[src/rtl/dyn_adder_pkg.sv]
`default_nettype none
// ============================================================================
// Module   : dyn_adder_pkg
// Brief    : Shared types and helpers for the sequential dynamic adder.
// Revision : 1.0
// ============================================================================
package dyn_adder_pkg;

    typedef enum logic [1:0] {
        IDLE = 2'd0,
        EVAL = 2'd1,
        DONE = 2'd2
    } state_t;

    localparam int STAT_W = 32;

    function automatic int nseg(input int width, input int seg);
        return width / seg;
    endfunction

endpackage
`default_nettype wire

[src/rtl/dyn_adder_seg.sv]
`default_nettype none
// ============================================================================
// Module   : dyn_adder_seg
// Brief    : SEG-bit combinational ripple slice of the dynamic adder.
// Revision : 1.0
// ============================================================================
module dyn_adder_seg
    import dyn_adder_pkg::*;
#(
    parameter int SEG = 8
) (
    input  logic [SEG-1:0] a,
    input  logic [SEG-1:0] b,
    input  logic           cin,
    output logic [SEG-1:0] sum,
    output logic           cout
);

    assign {cout, sum} = {1'b0, a} + {1'b0, b} + {{SEG{1'b0}}, cin};

endmodule
`default_nettype wire

[src/rtl/dyn_adder_seq.sv]
`default_nettype none
// ============================================================================
// Module   : dyn_adder_seq
// Brief    : Segmented adder with registered inter-segment carries and
//            settle detection; optional counters via DYN_ADDER_STATS_EN.
// Revision : 1.0
// ============================================================================
module dyn_adder_seq
    import dyn_adder_pkg::*;
#(
    parameter  int WIDTH = 32,
    parameter  int SEG   = 8,
    localparam int NSEG  = nseg(WIDTH, SEG),
    localparam int CW    = $clog2(NSEG + 2)
) (
    input  logic              clk,
    input  logic              rst,
    input  logic              req_valid,
    output logic              req_ready,
    input  logic [WIDTH-1:0]  req_a,
    input  logic [WIDTH-1:0]  req_b,
    input  logic              req_cin,
    input  logic              req_sub,
    output logic              rsp_valid,
    input  logic              rsp_ready,
    output logic [WIDTH-1:0]  rsp_sum,
    output logic              rsp_cout,
    output logic [CW-1:0]     rsp_cycles,
    output logic [STAT_W-1:0] stat_ops,
    output logic [STAT_W-1:0] stat_cycles
);

    state_t           r_state;
    state_t           w_state_next;
    logic [WIDTH-1:0] r_a;
    logic [WIDTH-1:0] r_b;
    logic [NSEG:0]    r_c;
    logic [CW-1:0]    r_cnt;
    logic [WIDTH-1:0] r_sum;
    logic             r_cout;
    logic [CW-1:0]    r_cycles;

    logic [WIDTH-1:0] w_sum;
    logic [NSEG-1:0]  w_cout;
    logic [NSEG:0]    w_c_next;
    logic [CW-1:0]    w_cnt_inc;
    logic             w_settled;

    generate
        for (genvar i = 0; i < NSEG; i++) begin : g_seg
            dyn_adder_seg #(
                .SEG (SEG)
            ) u_seg (
                .a    (r_a[i*SEG +: SEG]),
                .b    (r_b[i*SEG +: SEG]),
                .cin  (r_c[i]),
                .sum  (w_sum[i*SEG +: SEG]),
                .cout (w_cout[i])
            );
        end
    endgenerate

    // Bit 0 is the operation carry-in and never changes during EVAL.
    assign w_c_next  = {w_cout, r_c[0]};
    assign w_settled = (w_c_next == r_c);
    assign w_cnt_inc = r_cnt + CW'(1);

    always_ff @(posedge clk or posedge rst) begin
        if (rst) begin
            r_state <= IDLE;
        end else begin
            r_state <= w_state_next;
        end
    end

    always_comb begin
        w_state_next = r_state;
        case (r_state)
            IDLE:    if (req_valid) w_state_next = EVAL;
            EVAL:    if (w_settled) w_state_next = DONE;
            DONE:    if (rsp_ready) w_state_next = IDLE;
            default: w_state_next = IDLE;
        endcase
    end

    always_ff @(posedge clk or posedge rst) begin
        if (rst) begin
            r_a      <= '0;
            r_b      <= '0;
            r_c      <= '0;
            r_cnt    <= '0;
            r_sum    <= '0;
            r_cout   <= 1'b0;
            r_cycles <= '0;
        end else begin
            case (r_state)
                IDLE: begin
                    if (req_valid) begin
                        r_a   <= req_a;
                        r_b   <= req_sub ? ~req_b : req_b;
                        r_c   <= {{NSEG{1'b0}}, (req_sub | req_cin)};
                        r_cnt <= '0;
                    end
                end
                EVAL: begin
                    r_cnt <= w_cnt_inc;
                    if (w_settled) begin
                        r_sum    <= w_sum;
                        r_cout   <= r_c[NSEG];
                        r_cycles <= w_cnt_inc;
                    end else begin
                        r_c <= w_c_next;
                    end
                end
                default: ;
            endcase
        end
    end

    assign req_ready  = (r_state == IDLE);
    assign rsp_valid  = (r_state == DONE);
    assign rsp_sum    = r_sum;
    assign rsp_cout   = r_cout;
    assign rsp_cycles = r_cycles;

`ifdef DYN_ADDER_STATS_EN
    logic [STAT_W-1:0] r_stat_ops;
    logic [STAT_W-1:0] r_stat_cycles;

    always_ff @(posedge clk or posedge rst) begin
        if (rst) begin
            r_stat_ops    <= '0;
            r_stat_cycles <= '0;
        end else if (rsp_valid && rsp_ready) begin
            r_stat_ops    <= r_stat_ops + STAT_W'(1);
            r_stat_cycles <= r_stat_cycles + STAT_W'(r_cycles);
        end
    end

    assign stat_ops    = r_stat_ops;
    assign stat_cycles = r_stat_cycles;
`else
    assign stat_ops    = '0;
    assign stat_cycles = '0;
`endif

endmodule
`default_nettype wire

[config.mk]
export PLATFORM = sky130hd
export DESIGN_NAME = dyn_adder_seq
export DESIGN_NICKNAME = d
export VERILOG_FILES = /design/src/rtl/dyn_adder_pkg.sv /design/src/rtl/dyn_adder_seg.sv /design/src/rtl/dyn_adder_seq.sv
export SDC_FILE = /design/constraint.sdc
export NUM_CORES = 1
export LEC_CHECK = 0
export ABC_AREA = 0
export BUFFER_PORTS_ARGS = -buffer_cell sky130_fd_sc_hd__buf_2
export CAP_MARGIN = 40
export CORE_MARGIN = 2
export CORE_UTILIZATION = 30
export CTS_BUF_LIST = sky130_fd_sc_hd__clkbuf_2
export DETAILED_ROUTE_END_ITERATION = 12
export HOLD_SLACK_MARGIN = 0.03
export PLACE_DENSITY = 0.57
export SLEW_MARGIN = 20
export SYNTH_ARGS = -nofsm -noshare
export SYNTH_HDL_FRONTEND = slang
export SYNTH_SLANG_ARGS = --single-unit
[constraint.sdc]
create_clock -name clk -period 4.7 [get_ports clk]
set_input_delay 0.705 -clock clk [delete_from_list [all_inputs] [get_ports clk]]
set_output_delay 0.705 -clock clk [all_outputs]
set_load 0.05 [all_outputs]
======== Word-level counts from Yosys, hierarchy flattened ========
Cells that the tools add are included.
operators by class
  mux-type cells .......................... 10
  $add $sub $neg .......................... 9
  bitwise gates (word level) .............. 3
  equal/unequal tests ..................... 7
  reductions and logical operators ........ 8
operators by type and width
  operator                                               number
  adder 8 x 8 -> 9 bit                                   4
  adder 9 x 1 -> 9 bit                                   4
  2-to-1 mux 32 bit                                      1
  NOT 32 bit                                             1
  2-to-1 mux 5 bit                                       2
  case mux 5 bit (2 select lines)                        1
  AND reduction 3 bit                                    3
  2-to-1 mux 2 bit                                       3
  inequality test 2 bit, second input constant           3
  case mux 2 bit (3 select lines)                        1
  case mux 3 bit (2 select lines)                        1
  AND reduction 2 bit                                    3
  == test 4 bit                                          1
  adder 3 x 1 -> 3 bit, second input constant            1
  2-to-1 mux 3 bit                                       1
  == test 2 x 1 -> 1 bit, second input constant          1
  == test 2 bit, second input constant                   1
  zero test 2 bit                                        1
  inequality test 2 x 1 -> 1 bit, second input constant  1
  nonzero test 2 bit                                     1
  NOT 1 bit                                              1
  OR 1 bit                                               1
storage, ports and cells
  register bits ........................... 110
  input port bits ......................... 70

======== Logic depth before layout (Yosys ltp) ========
Gate-level depths: netlist of the first run.
  word-level depth ........................ 5
  depth in mapped cells ................... 11

======== By module ========
Synthesis of the first run repeated with hierarchy kept, for this count alone.
unflattened totals
  cell total of the unflattened synthesis .. 557
  area total of the unflattened synthesis .. 6411.1 sq um
by module, submodules not included
  module                              seq. area each (sq um)  cells an instance  area an instance (sq um)  times used
  dyn_adder_seq                       2752.6                  394                5083.6                    1
  dyn_adder_seg (g_seg[1].u_seg ...)  0.0                     40                 331.6                     2
  dyn_adder_seg (g_seg[0].u_seg)      0.0                     41                 332.8                     1
  dyn_adder_seg (g_seg[2].u_seg)      0.0                     42                 331.6                     1

======== Worst setup path before layout of the first run ========
Ideal clock, no wire load.
  path kind ............................... flip-flop to flip-flop
  start ................................... register r_c[0]
  end ..................................... register r_sum[13] (netlist: rsp_sum[13])
  slack ................................... 1.849 ns
  cell stages (with the launch flop) ...... 11
  setup time .............................. 0.125 ns
  data arrival time ....................... 2.727 ns
  period minus slack after synthesis ...... 2.851 ns
  cell sequence ........................... dfrtp_1 -> inv_1 -> fa_1 -> fa_1 -> nand2b_1 -> a21o_1 -> a31oi_2 -> o2111ai_4 -> nor3_4 -> buf_4 -> mux2_2
between the ends
  word-level cells in the longest chain between the ends .. 3
ends and longest elaborated chain
  what                                  RTL line              source
  start, declared                       dyn_adder_seq.sv:37   logic [NSEG:0] r_c;
  start signal, assigned                dyn_adder_seq.sv:101  r_c <= {{NSEG{1'b0}}, (req_sub | req_cin)};
  start signal, assigned                dyn_adder_seq.sv:112  r_c <= w_c_next;
  adder 9 x 1 -> 9 bit                  dyn_adder_seg.sv:19   assign {cout, sum} = {1'b0, a} + {1'b0, b} + {{SEG{1'b0}}, cin};
  == test 4 bit                         dyn_adder_seq.sv:65   assign w_settled = (w_c_next == r_c);
  AND reduction 2 bit (no source line)  --
  end signal, assigned                  dyn_adder_seq.sv:108  r_sum <= w_sum;
  end, declared                         dyn_adder_seq.sv:39   logic [WIDTH-1:0] r_sum;
Every way passes these cells.
A chain may end at the register's enable or synchronous reset.

======== Worst setup path in the final report of the first run ========
  start ................................... register r_c[3]
  end ..................................... register r_sum[21] (netlist: rsp_sum[21])
between the ends
  word-level cells in the longest chain between the ends .. 3
ends and longest elaborated chain
  what                                      RTL line
  adder 9 x 1 -> 9 bit                      dyn_adder_seg.sv:19
  == test 4 bit (*)                         dyn_adder_seq.sv:65
  AND reduction 2 bit (no source line) (*)  --
Every way passes the cells marked *; elsewhere a longest branch is shown, timed or not.

==> impl_results.md, run 1 <==
* Vias per cell at 4.34
* Vias in the first global route at about 4300
* Area of the core at roughly 21000 sq um
* Routed WL at 14400 microns
* Cells after Synth at 652
* Largest net degree at the start of global routing at 46
* Top delay family on crit path: compound AO/OA/AOI/OAI gates
* CP max-delay cell: nor3_4
* Final setup viols at 0
* Post-synth cell types at 49
* Synth top area share at 0.434
* Cts repair resizes at 0
* Area delta synth->final at 12.0%
* Final setup skew at roughly 0.041 ns
* Root Driver: clkbuf_2
* First-pass GRT wire length at 22500 microns
* Max cap viols at 0
* Peak VDD IR at 0.295 mV
* Highest clock rate at approximately 280 MHz
* Min-delay worst type: input port to flop
* Crit Path Category: flop to flop
* Slew @ Worst Pin at 0.694 ns
* Std-Cell Rows at between 50 and 60
* Top cell type by total area after synthesis: dfrtp_1
* Final min period at 3.62 ns
* Fin. Hold Viols at 0
* Residual DRC count at 0
* 1st-iter DRT viols at around 160
* Clock buffer depth at 2
* Design area at just over 7000 sq um
* Clock latency on the worst-skew pair at 0.61 ns
* Post-synth EDFFs at 0
* Initial antenna violation count at 0
* Syn avg cell area at 9.72 sq um
* CP max FO at 15
* CTS Buf Count at 9
* RSZ-0062 raised after global routing: no
* Critical Path RT at roughly 5.2 ns
* Slew Viols, Final at 0
* Yosys reg bits at 110
* Worst path arrival time at roughly 4.1 ns
* GPL Wtd Cong at around 0.77
* P per Cell Area at between 800 and 900 nW/um^2
* # H-tree levels at 3
* Slew Limit Headroom at 0.536
* Crit. End Element: flop
* Synth cell count leaders: nand2_1 (133), dfrtp_1 (110), buf_4 (66)
* Initial Util at 0.303
* Synth async-reset ratio at 1.00
* DR vias at between 4000 and 5000
* Status: completed
* GR Overflow Total at 0
* Synth warn at 0
* CP Buf/Inv Count at 4
* Top cells by area, synth: dfrtp_1 (43%), nand2_1 (7.9%), buf_4 (7.8%)
* CTS tree: yes
* Die Wd at between 100 and 150 microns
* Count leader, synth: nand2_1
* Cell Area, Placed at 6980 sq um
* GRT Util Overall at 0.132
* Iteration count of the initial detailed-routing pass at 4
* Startpoint Class: flop
* Clk slew on worst S/H paths at 0.28 ns
* Netlist Area Pre-Place at 6340 sq um
* Setup TNS at 0 ns
* WL/cell at 14.0 microns
* Die Y at 149 microns
* Leak pwr at approximately 3.6 nW
* Nets at ~860
* ANT nets after route at 0
* Period utilization at 0.769
* ANT cells at 0
* Clk sinks at 110
* Top FF cell, synth: dfrtp_1
* PortBufs at around 110
* Critical path, cell by cell: inv_1, fa_1, inv_1, fa_1, a21oi_1, o22ai_1, o22a_1, xor2_1, buf_4, nor3_4, buf_12, mux2_2
* Die area at 22300 sq um
* Io pins at ~170
* Layout cells sized above 1 at 0.224
* Sequential fraction of the synthesis area at 0.434
* Largest stage delay, worst path at a little under 0.6 ns
* Detail Placement HPWL at between 10000 and 15000 microns
[metrics by stage]
step / setup slack, ns / instances / power, mW / util / hold slack, ns
final: 1.08 / 1031 / 5.74 / 0.340 / 0.251
after global routing: 0.870 / 1031 / 6.26 / 0.340 / 0.163
after CTS: 1.05 / 1031 / 5.81 / 0.340 / 0.179
after detailed placement: 1.14 / 1015 / 5.36 / 0.334 / 0.470
after global placement: 1.21 / 1011 / 5.27 / 0.331 / 0.464
after floorplan: 1.09 / 715 / 4.55 / - / 0.450
[cell type report]
cell class,count,area [sq um]
Clock inverter,5,51.3
Multi-Input combinational cell,491,3140
Timing Repair Buffer,116,663
Inverter,24,92.6
Fill cell,2194,13800
Tap cell,275,344
Clock buffer,10,50.0
Sequential cell,110,2750
[sequential cells by signal, summed over array words and instances, names as in the netlist]
name / count
r_cnt: 3
rsp_cycles: 3
r_b: 32
rsp_cout: 1
r_c: 5
r_state: 2
rsp_sum: 32
r_a: 32
[routing by layer]
| metal | share of wire | wire length [microns] | global-route usage | vias to the layer above |
|---|---|---|---|---|
| met3 | 0.057 | 819 | 0.0358 | 9 |
| li1 | - | - | - | 2250 |
| met4 | 0.012 | 167 | 0.0286 | 0 |
| met1 | 0.47 | 6790 | 0.182 | 2112 |
| met2 | 0.46 | 6630 | 0.207 | 107 |
| met5 | 0 | 0 | 0 | - |
[worst min-delay path, cell delays in order]
cell and delay (ns):
buf_2 0.07, nand2_1 0.04, nand2_1 0.04
[cells in the final DEF, fill, tap and decap left out, types with 4 or more instances in the layout]
| cell | netlist | final |
|---|---|---|
| mux2_2 | 27 | 27 |
| buf_2 | 0 | 107 |
| ha_1 | 29 | 29 |
| buf_4 | 66 | 4 |
| or3_1 | 6 | 6 |
| o31ai_1 | 14 | 14 |
| conb_1 | 1 | 64 |
| o21ai_0 | 59 | 59 |
| xnor2_1 | 38 | 38 |
| o211ai_1 | 4 | 4 |
| a21oi_1 | 17 | 17 |
| nand2_1 | 133 | 132 |
| fa_1 | 8 | 8 |
| a211oi_1 | 4 | 4 |
| nor2b_1 | 4 | 4 |
| xor2_1 | 16 | 16 |
| nor2_1 | 16 | 16 |
| dfrtp_1 | 110 | 110 |
| a21o_1 | 9 | 9 |
| nor3_1 | 5 | 5 |
| inv_1 | 24 | 23 |
| clkbuf_2 | 0 | 10 |
[path summary, 6_finish.rpt]
check / from / to / slack [ns] / cells past startpoint
min in group asynchronous: rst / r_b[11] / 0.58 / 3
min reg2reg: r_a[18] / r_a[18] / 0.52 / 2
max reg2reg: r_c[3] / rsp_sum[21] / 1.08 / 12
min: req_a[10] / r_a[10] / 0.25 / 3
max in group asynchronous: rst / rsp_sum[2] / 3.18 / 4
max: r_c[3] / rsp_sum[21] / 1.08 / 12
[power by group]
| group | switching, mW | total (mW) | internal, mW |
|---|---|---|---|
| clock | 0.308 | 0.427 | 0.118 |
| sequential | 0.292 | 1.70 | 1.41 |
| combinational | 2.25 | 3.62 | 1.37 |
[kinds of logic after synthesis]
family | after synthesis | share of synthesized area
AND/OR/NAND/NOR | 180 | 0.120
AO/OA/AOI/OAI | 127 | 0.128
buffers and inverters | 114 | 0.108
flip-flops | 110 | 0.434
XOR/XNOR | 54 | 0.0746
adder cells (fa/ha/maj) | 37 | 0.0825
multiplexers | 29 | 0.0513
other | 1 | 0.000592
[what timing repair did]
item                                   4_1_cts  5_1_grt
endpoints found under the hold margin       29        0
hold buffers                                 1        0
buffers inserted                             0        0
No activity file was read; power rests on OpenSTA's default activity.
==> run 2: changes to the inputs <==
--- a/config.mk
+++ b/config.mk
@@ -5,7 +5,7 @@
 export SDC_FILE = /design/constraint.sdc
 export NUM_CORES = 1
 export LEC_CHECK = 0
-export ABC_AREA = 0
+export ABC_AREA = 1
 export BUFFER_PORTS_ARGS = -buffer_cell sky130_fd_sc_hd__buf_2
 export CAP_MARGIN = 40
 export CORE_MARGIN = 2
@@ -13,7 +13,7 @@
 export CTS_BUF_LIST = sky130_fd_sc_hd__clkbuf_2
 export DETAILED_ROUTE_END_ITERATION = 12
 export HOLD_SLACK_MARGIN = 0.03
-export PLACE_DENSITY = 0.57
+export PLACE_DENSITY = 0.59
 export SLEW_MARGIN = 20
 export SYNTH_ARGS = -nofsm -noshare
 export SYNTH_HDL_FRONTEND = slang
==> constraint.sdc (replaced) <==
create_clock -name clk -period 3.1 [get_ports clk]
set_input_delay 0.465 -clock clk [delete_from_list [all_inputs] [get_ports clk]]
set_output_delay 0.465 -clock clk [all_outputs]
set_load 0.05 [all_outputs]
==> run 2 against run 1 <==
  * Sequential share of layout area decreased by 1.1 points
  * Worst setup slack got worse by 0.56 ns
  * Core utilization increased by 2.0 points
  * Clock-buffer cell count increased by 1
  * Synthesized cell count increased by 10%
  * Largest cell class unchanged
  * Fmax increased by 40%
  * Non-clock buffer count increased by 38
  * Combinational power increased by 32%
==> impl_results.md, run 2 <==
* Status: completed
* WL/cell at 12.7 microns
* Total Power at 7.97 mW
* Count leader, synth: nand2_1
* Crit. End Element: flop
* Reg2reg path depth at 16
* Io pins at between 150 and 200
* Crit Path Category: flop to flop
* Max cap viols at 0
* R2R setup slack at 0.52 ns
* CP Capture Point: rsp_sum[31]
* Synth cell count leaders: nand2_1 (230), dfrtp_1 (110), buf_4 (64)
* Highest clock rate at a little under 400 MHz
* Clk slew on worst S/H paths at about 0.28 ns
* Reg2reg start: r_c[0]
* Slew Viols, Final at 0
* Std-Cell Rows at 52
* FF/Latch Area at 2750 sq um
* Cells after Synth at about 720
* Top FF cell, synth: dfrtp_1
* First-pass GRT wire length at 23600 microns
* Initial Util at 0.307
* Layout Cells excl Fill at 1133
* Commonest non-fill, non-tap cell in the layout: nand2_1
* Clock latency on the worst-skew pair at slightly above 0.6 ns
* Nets at roughly 960
* Final min period at around 2.6 ns
* Critical Path RT at 3.65 ns
* 1st-iter DRT viols at about 170
* P per Cell Area at 1090 nW/um^2
* Slew Limit Headroom at 0.601
* Post-synth EDFFs at 0
* Clock buffer depth at 2
* Top cell type by total area after synthesis: dfrtp_1
* RSZ-0062 raised after global routing: no
* Slew @ Worst Pin at roughly 0.60 ns
* Yosys reg bits at 110
* Design area at about 7300 sq um
* Die Wd at 148 microns
* Sequential fraction of the synthesis area at 0.442
* Vias in the first global route at roughly 4700
* Vias per cell at just over 4
* Area of the core at 20300 sq um
* Die Y at around 150 microns
* Min-delay worst type: input port to flop
* Post-CTS Setup Bufs at 0
* Most frequent cells in the layout: nand2_1 (229), dfrtp_1 (110), buf_2 (107)
* CTS tree: yes
* Worst path arrival time at approximately 3.1 ns
* ANT nets after route at 0
* Detail Placement HPWL at between 10000 and 15000 microns
* Leak pwr at just under 4 nW
* Iteration count of the initial detailed-routing pass at 4
* GRT Util Overall at 0.136
* Layout cells sized above 1 at 0.162
* Final setup viols at 0
* Synth async-reset ratio at 1.00
* Min-Delay Startpoint: req_b[11]
* Startpoint Class: flop
* Post-synth cell types at 28
* Syn avg cell area at between 8 and 9 sq um
* Residual DRC count at 0
* Initial antenna violation count at 0
* Fin. Hold Viols at 0
* Hold path cells at 3
* Synth warn at 0
* Fill cells at 2172
* GR Overflow Total at 0
* PortBufs at between 100 and 150
* GPL Wtd Cong at approximately 0.77
* Clk sinks at 110
* Setup TNS at 0 ns
* Peak VDD IR at approximately 0.37 mV
* Die area at roughly 22000 sq um
* Cts repair resizes at 0
* CTS Buf Count at 9
* Root Driver: clkbuf_2
* RR Endpoint: rsp_sum[31]
* Top cells by area, synth: dfrtp_1 (44%), nand2_1 (14%), buf_4 (7.7%)
* Final setup skew at 0.0366 ns
* Synth top area share at 0.442
* Largest net degree at the start of global routing at 56
* CTS Hold Bufs at 36
* Area delta synth->final at 17.2%
* Cell Area, Placed at roughly 7000 sq um
* Routed WL at 14400 microns
* Period utilization at 0.832
* Netlist Area Pre-Place at about 6200 sq um
* DP Cell Count at 1078
* CP max FO at 34
* Crit. Startpoint: r_c[0]
* # H-tree levels at 3
* DR vias at between 4000 and 5000
* Area of the multi-input gates at 2920 sq um
[run 2: routing by layer]
layer,vias up,track usage,share of wire
li1,2433,-,-
met4,0,0.0438,0.014
met2,96,0.216,0.45
met5,-,0,0
met1,2086,0.184,0.49
met3,18,0.0313,0.049
[run 2: logic make-up (layout without fill, tap and decap cells)]
| logic type | after synthesis | count (layout) | synth area share |
|---|---|---|---|
| compound gates | 106 | 106 | 0.0930 |
| simple gates | 269 | 269 | 0.171 |
| xor+xnor | 57 | 57 | 0.0802 |
| flops | 110 | 110 | 0.442 |
| fa+ha+maj | 37 | 37 | 0.0840 |
| other cells | 1 | 65 | 0.000602 |
| buf+inv | 139 | 219 | 0.129 |
[run 2: layout make-up]
class | count | area share
clock inverter | 5 | 0.00686
tap | 270 | 0.0463
antenna | 1 | 0.000343
sequential | 110 | 0.377
timing repair buffer | 154 | 0.136
multi-input combinational | 533 | 0.400
inverter | 49 | 0.0257
clock buffer | 11 | 0.00754
[run 2: worst max-delay path, cell delays in order (launching register included)]
cell and delay, ns:
dfrtp_1 0.38, inv_1 0.06, fa_1 0.45, fa_1 0.41, inv_1 0.07, nand2_1 0.04
nand2_1 0.07, nand3_1 0.12, nand3_1 0.12, nand2_1 0.06, nand2_1 0.06, inv_1 0.05
nand3_2 0.06, buf_4 0.31, inv_2 0.13, nand2_1 0.08, nand2_1 0.05
[run 2: per-stage QoR]
stage          hold WS, ns   util  worst slack, ns
6_report            0.0739  0.360            0.522
5_1_grt             0.0312  0.359            0.177
4_1_cts             0.0303  0.358            0.495
3_5_place_dp         0.466  0.335            0.538
3_3_place_gp         0.465  0.335            0.573
2_1_floorplan        0.453      -            0.785
[run 2: power by group]
part	switching (mW)	internal, mW
sequential	0.423	2.10
clock	0.465	0.187
combinational	3.23	1.56
total	4.12	3.85
[run 2: worst min-delay path by stage]
| stage | to | slack [ns] |
|---|---|---|
| 3_3_place_gp | rsp_cout | 0.46 |
| 4_1_cts | r_b[11] | 0.03 |
| 2_1_floorplan | r_a[10] | 0.45 |
| 5_1_grt | r_b[4] | 0.03 |
| 6_report | r_b[11] | 0.07 |
| 3_5_place_dp | rsp_sum[23] | 0.47 |
==> run 3: changes to the inputs <==
==> constraint.sdc (replaced) <==
create_clock -name clk -period 2.27 [get_ports clk]
set_input_delay 0.3405 -clock clk [delete_from_list [all_inputs] [get_ports clk]]
set_output_delay 0.3405 -clock clk [all_outputs]
set_load 0.05 [all_outputs]
==> run 3 against run 2 <==
  * The flow now finishes with violations (setup timing)
  * Clock skew shrank 0.015 ns
  * Sequential share of layout area decreased by 4.6 points
  * Core utilization increased by 4.9 points
  * Largest power group unchanged
  * Die area is the same
  * Via count up 8.8%
  * Register-to-register slack got worse by 0.71 ns
  * Critical path depth grew 1
==> impl_results.md, run 3 (synthesis results as in run 2) <==
* Min-Delay Startpoint: req_valid
* Largest stage delay, worst path at about 0.43 ns
* Crit. End Element: flop
* Largest net degree at the start of global routing at approximately 110
* Final min period at between 2 and 2.5 ns
* CTS tree: yes
* CP max FO at 10
* Final setup margin at -0.192 ns
* Fin. Hold Viols at 0
* FF/Latch Area at about 2800 sq um
* P per Cell Area at between 1500 and 2000 nW/um^2
* Setup TNS at -6.26 ns
* Failing checks: setup timing
* 1st-iter DRT viols at approximately 250
* Initial antenna violation count at 0
* Post-route worst hold slack at 0.165 ns
* Crit-path most repeated cell: nand2_2
* ANT cells at 0
* Highest clock rate at ~400 MHz
* Area of the core at roughly 20000 sq um
* Worst Hold End: r_a[10]
* Vias in the first global route at 4958
* PortBufs at 107
* Period utilization at 1.08
* Worst path arrival time at around 3.0 ns
* Int Pwr at approximately 6.4 mW
* CP max-delay cell: dfrtp_1
* Final setup viols at 41
* Startpoint Class: flop
* Iteration count of the initial detailed-routing pass at 4
* Root Driver: clkbuf_2
* Vias per cell at ~4.2
* DR vias at between 5000 and 6000
* Cell Area, Placed at between 7000 and 8000 sq um
* Slew Viols, Final at 0
* R2R setup slack at -0.19 ns
* # H-tree levels at 3
* Slew @ Worst Pin at 0.612 ns
* Area delta synth->final at 33.3%
* Die area at about 22000 sq um
* Min-delay worst type: input port to flop
* Crit Path Category: flop to flop
* Design area at roughly 8300 sq um
* Routed WL at roughly 15000 microns
* Peak VDD IR at just under 0.5 mV
* P_sw at 6.22 mW
* Fill cells at about 2100
* RSZ-0062 raised after global routing: yes
* Clock buffer depth at 2
* Switching Share at 0.493
* Crit. Startpoint: r_b[0]
* Commonest non-fill, non-tap cell in the layout: nand2_1
* Die Wd at about 150 microns
* Area of the multi-input gates at just over 3000 sq um
* Clk sinks at 110
* Clock power frac at 0.062
* Layout cells sized above 1 at 0.260
* WL/cell at between 10 and 15 microns
* RR Endpoint: rsp_sum[4]
* GR Overflow Total at 0
* Most frequent cells in the layout: nand2_1 (197), dfrtp_1 (110), buf_2 (106)
* Leak pwr at ~4.3 nW
* Detail Placement HPWL at 10700 microns
* Clock latency on the worst-skew pair at ~0.61 ns
* Comb pwr share at 0.659
* First-pass GRT wire length at ~25000 microns
* Critical Path RT at ~2.8 ns
* Clk slew on worst S/H paths at 0.27 ns
* Std-Cell Rows at 52
* ANT nets after route at 0
* CTS Buf Count at 9
* Slew Limit Headroom at 0.592
* Max cap viols at 0
* Reg2reg path depth at 17
* Die Y at roughly 150 microns
* Io pins at 172
* GRT Util Overall at 0.145
* GPL Wtd Cong at 0.795
* Initial Util at 0.307
* CP Buf/Inv Count at 5
* Nets at between 1000 and 1500
* Register share of total power at 0.279
* Status: finished, violations left
* Hold path cells at 4
* Critical path, cell by cell: inv_2, fa_2, fa_2, inv_2, nand2_2, nand2_2, nand3_4, nand2_2, nand2_2, nand2_2, nand2_2, inv_2, nand3_4, buf_12, clkbuf_16, nand2_1, o21ai_1
* Reg2reg start: r_b[0]
* Residual DRC count at 0
* Final setup skew at between 0.02 and 0.025 ns
* Top delay family on crit path: adder cells
-- run 3: repair_timing --
item / CTS / global route
gates cloned: 3 / 3
gates resized for setup: 55 / 25
hold buffers: 67 / 0
hold endpoints to repair: 176 / 0
buffers inserted: 12 / 4
endpoints found under the setup margin: 42 / 43
pin swaps: 6 / 5
-- run 3: final cells by class --
cell class                      count  area share
Multi-Input combinational cell    533       0.373
Sequential cell                   110       0.332
Timing Repair Buffer              230       0.222
Tap cell                          270      0.0407
Inverter                           49      0.0232
Clock buffer                       14     0.00844
Clock inverter                      2     0.00106
-- run 3: worst max path at each step --
stage                              to  slack [ns]  cells after the start
after floorplan            rsp_sum[0]       0.002                     17
after global placement    rsp_sum[26]       -0.15                     16
after detailed placement  rsp_sum[19]       -0.22                     16
after CTS                  rsp_sum[3]       -0.12                     17
after global routing       rsp_sum[4]       -0.30                     17
final                      rsp_sum[4]       -0.19                     17
-- run 3: layer usage --
layer | track usage | wire length (microns) | vias up
met5 | 0 | 0 | -
met4 | 0.0500 | 283 | 0
met3 | 0.0294 | 743 | 15
met2 | 0.229 | 7200 | 102
met1 | 0.198 | 7260 | 2335
li1 | - | - | 2590
-- run 3: power by group through the flow --
stage               Combinational [mW]  Sequential, mW  Clock, mW
CTS                               8.05            3.50      0.846
detailed placement                7.14            3.51          0
floorplan                         4.34            4.31          0
global route                      9.31            3.63      0.923
finish                            8.32            3.52      0.788
global placement                  7.08            3.50          0
-- run 3: worst reg2reg max path, cell delays in order, from the launching register on --
cell       delay (ns)
dfrtp_1          0.43
inv_2            0.05
fa_2             0.40
fa_2             0.41
inv_2            0.06
nand2_2          0.04
nand2_2          0.08
nand3_4          0.08
nand2_2          0.08
nand2_2          0.05
nand2_2          0.06
nand2_2          0.05
inv_2            0.07
nand3_4          0.11
buf_12           0.17
clkbuf_16        0.16
nand2_1          0.05
o21ai_1          0.05
-- run 3: per-stage QoR --
stage,power (mW),util,setup WS [ns],instances
after CTS,12.4,0.401,-0.120,1202
after detailed placement,10.6,0.349,-0.216,1104
after floorplan,8.65,-,0.00226,782
after global placement,10.6,0.349,-0.147,1104
after global routing,13.9,0.409,-0.301,1208
final,12.6,0.409,-0.192,1208
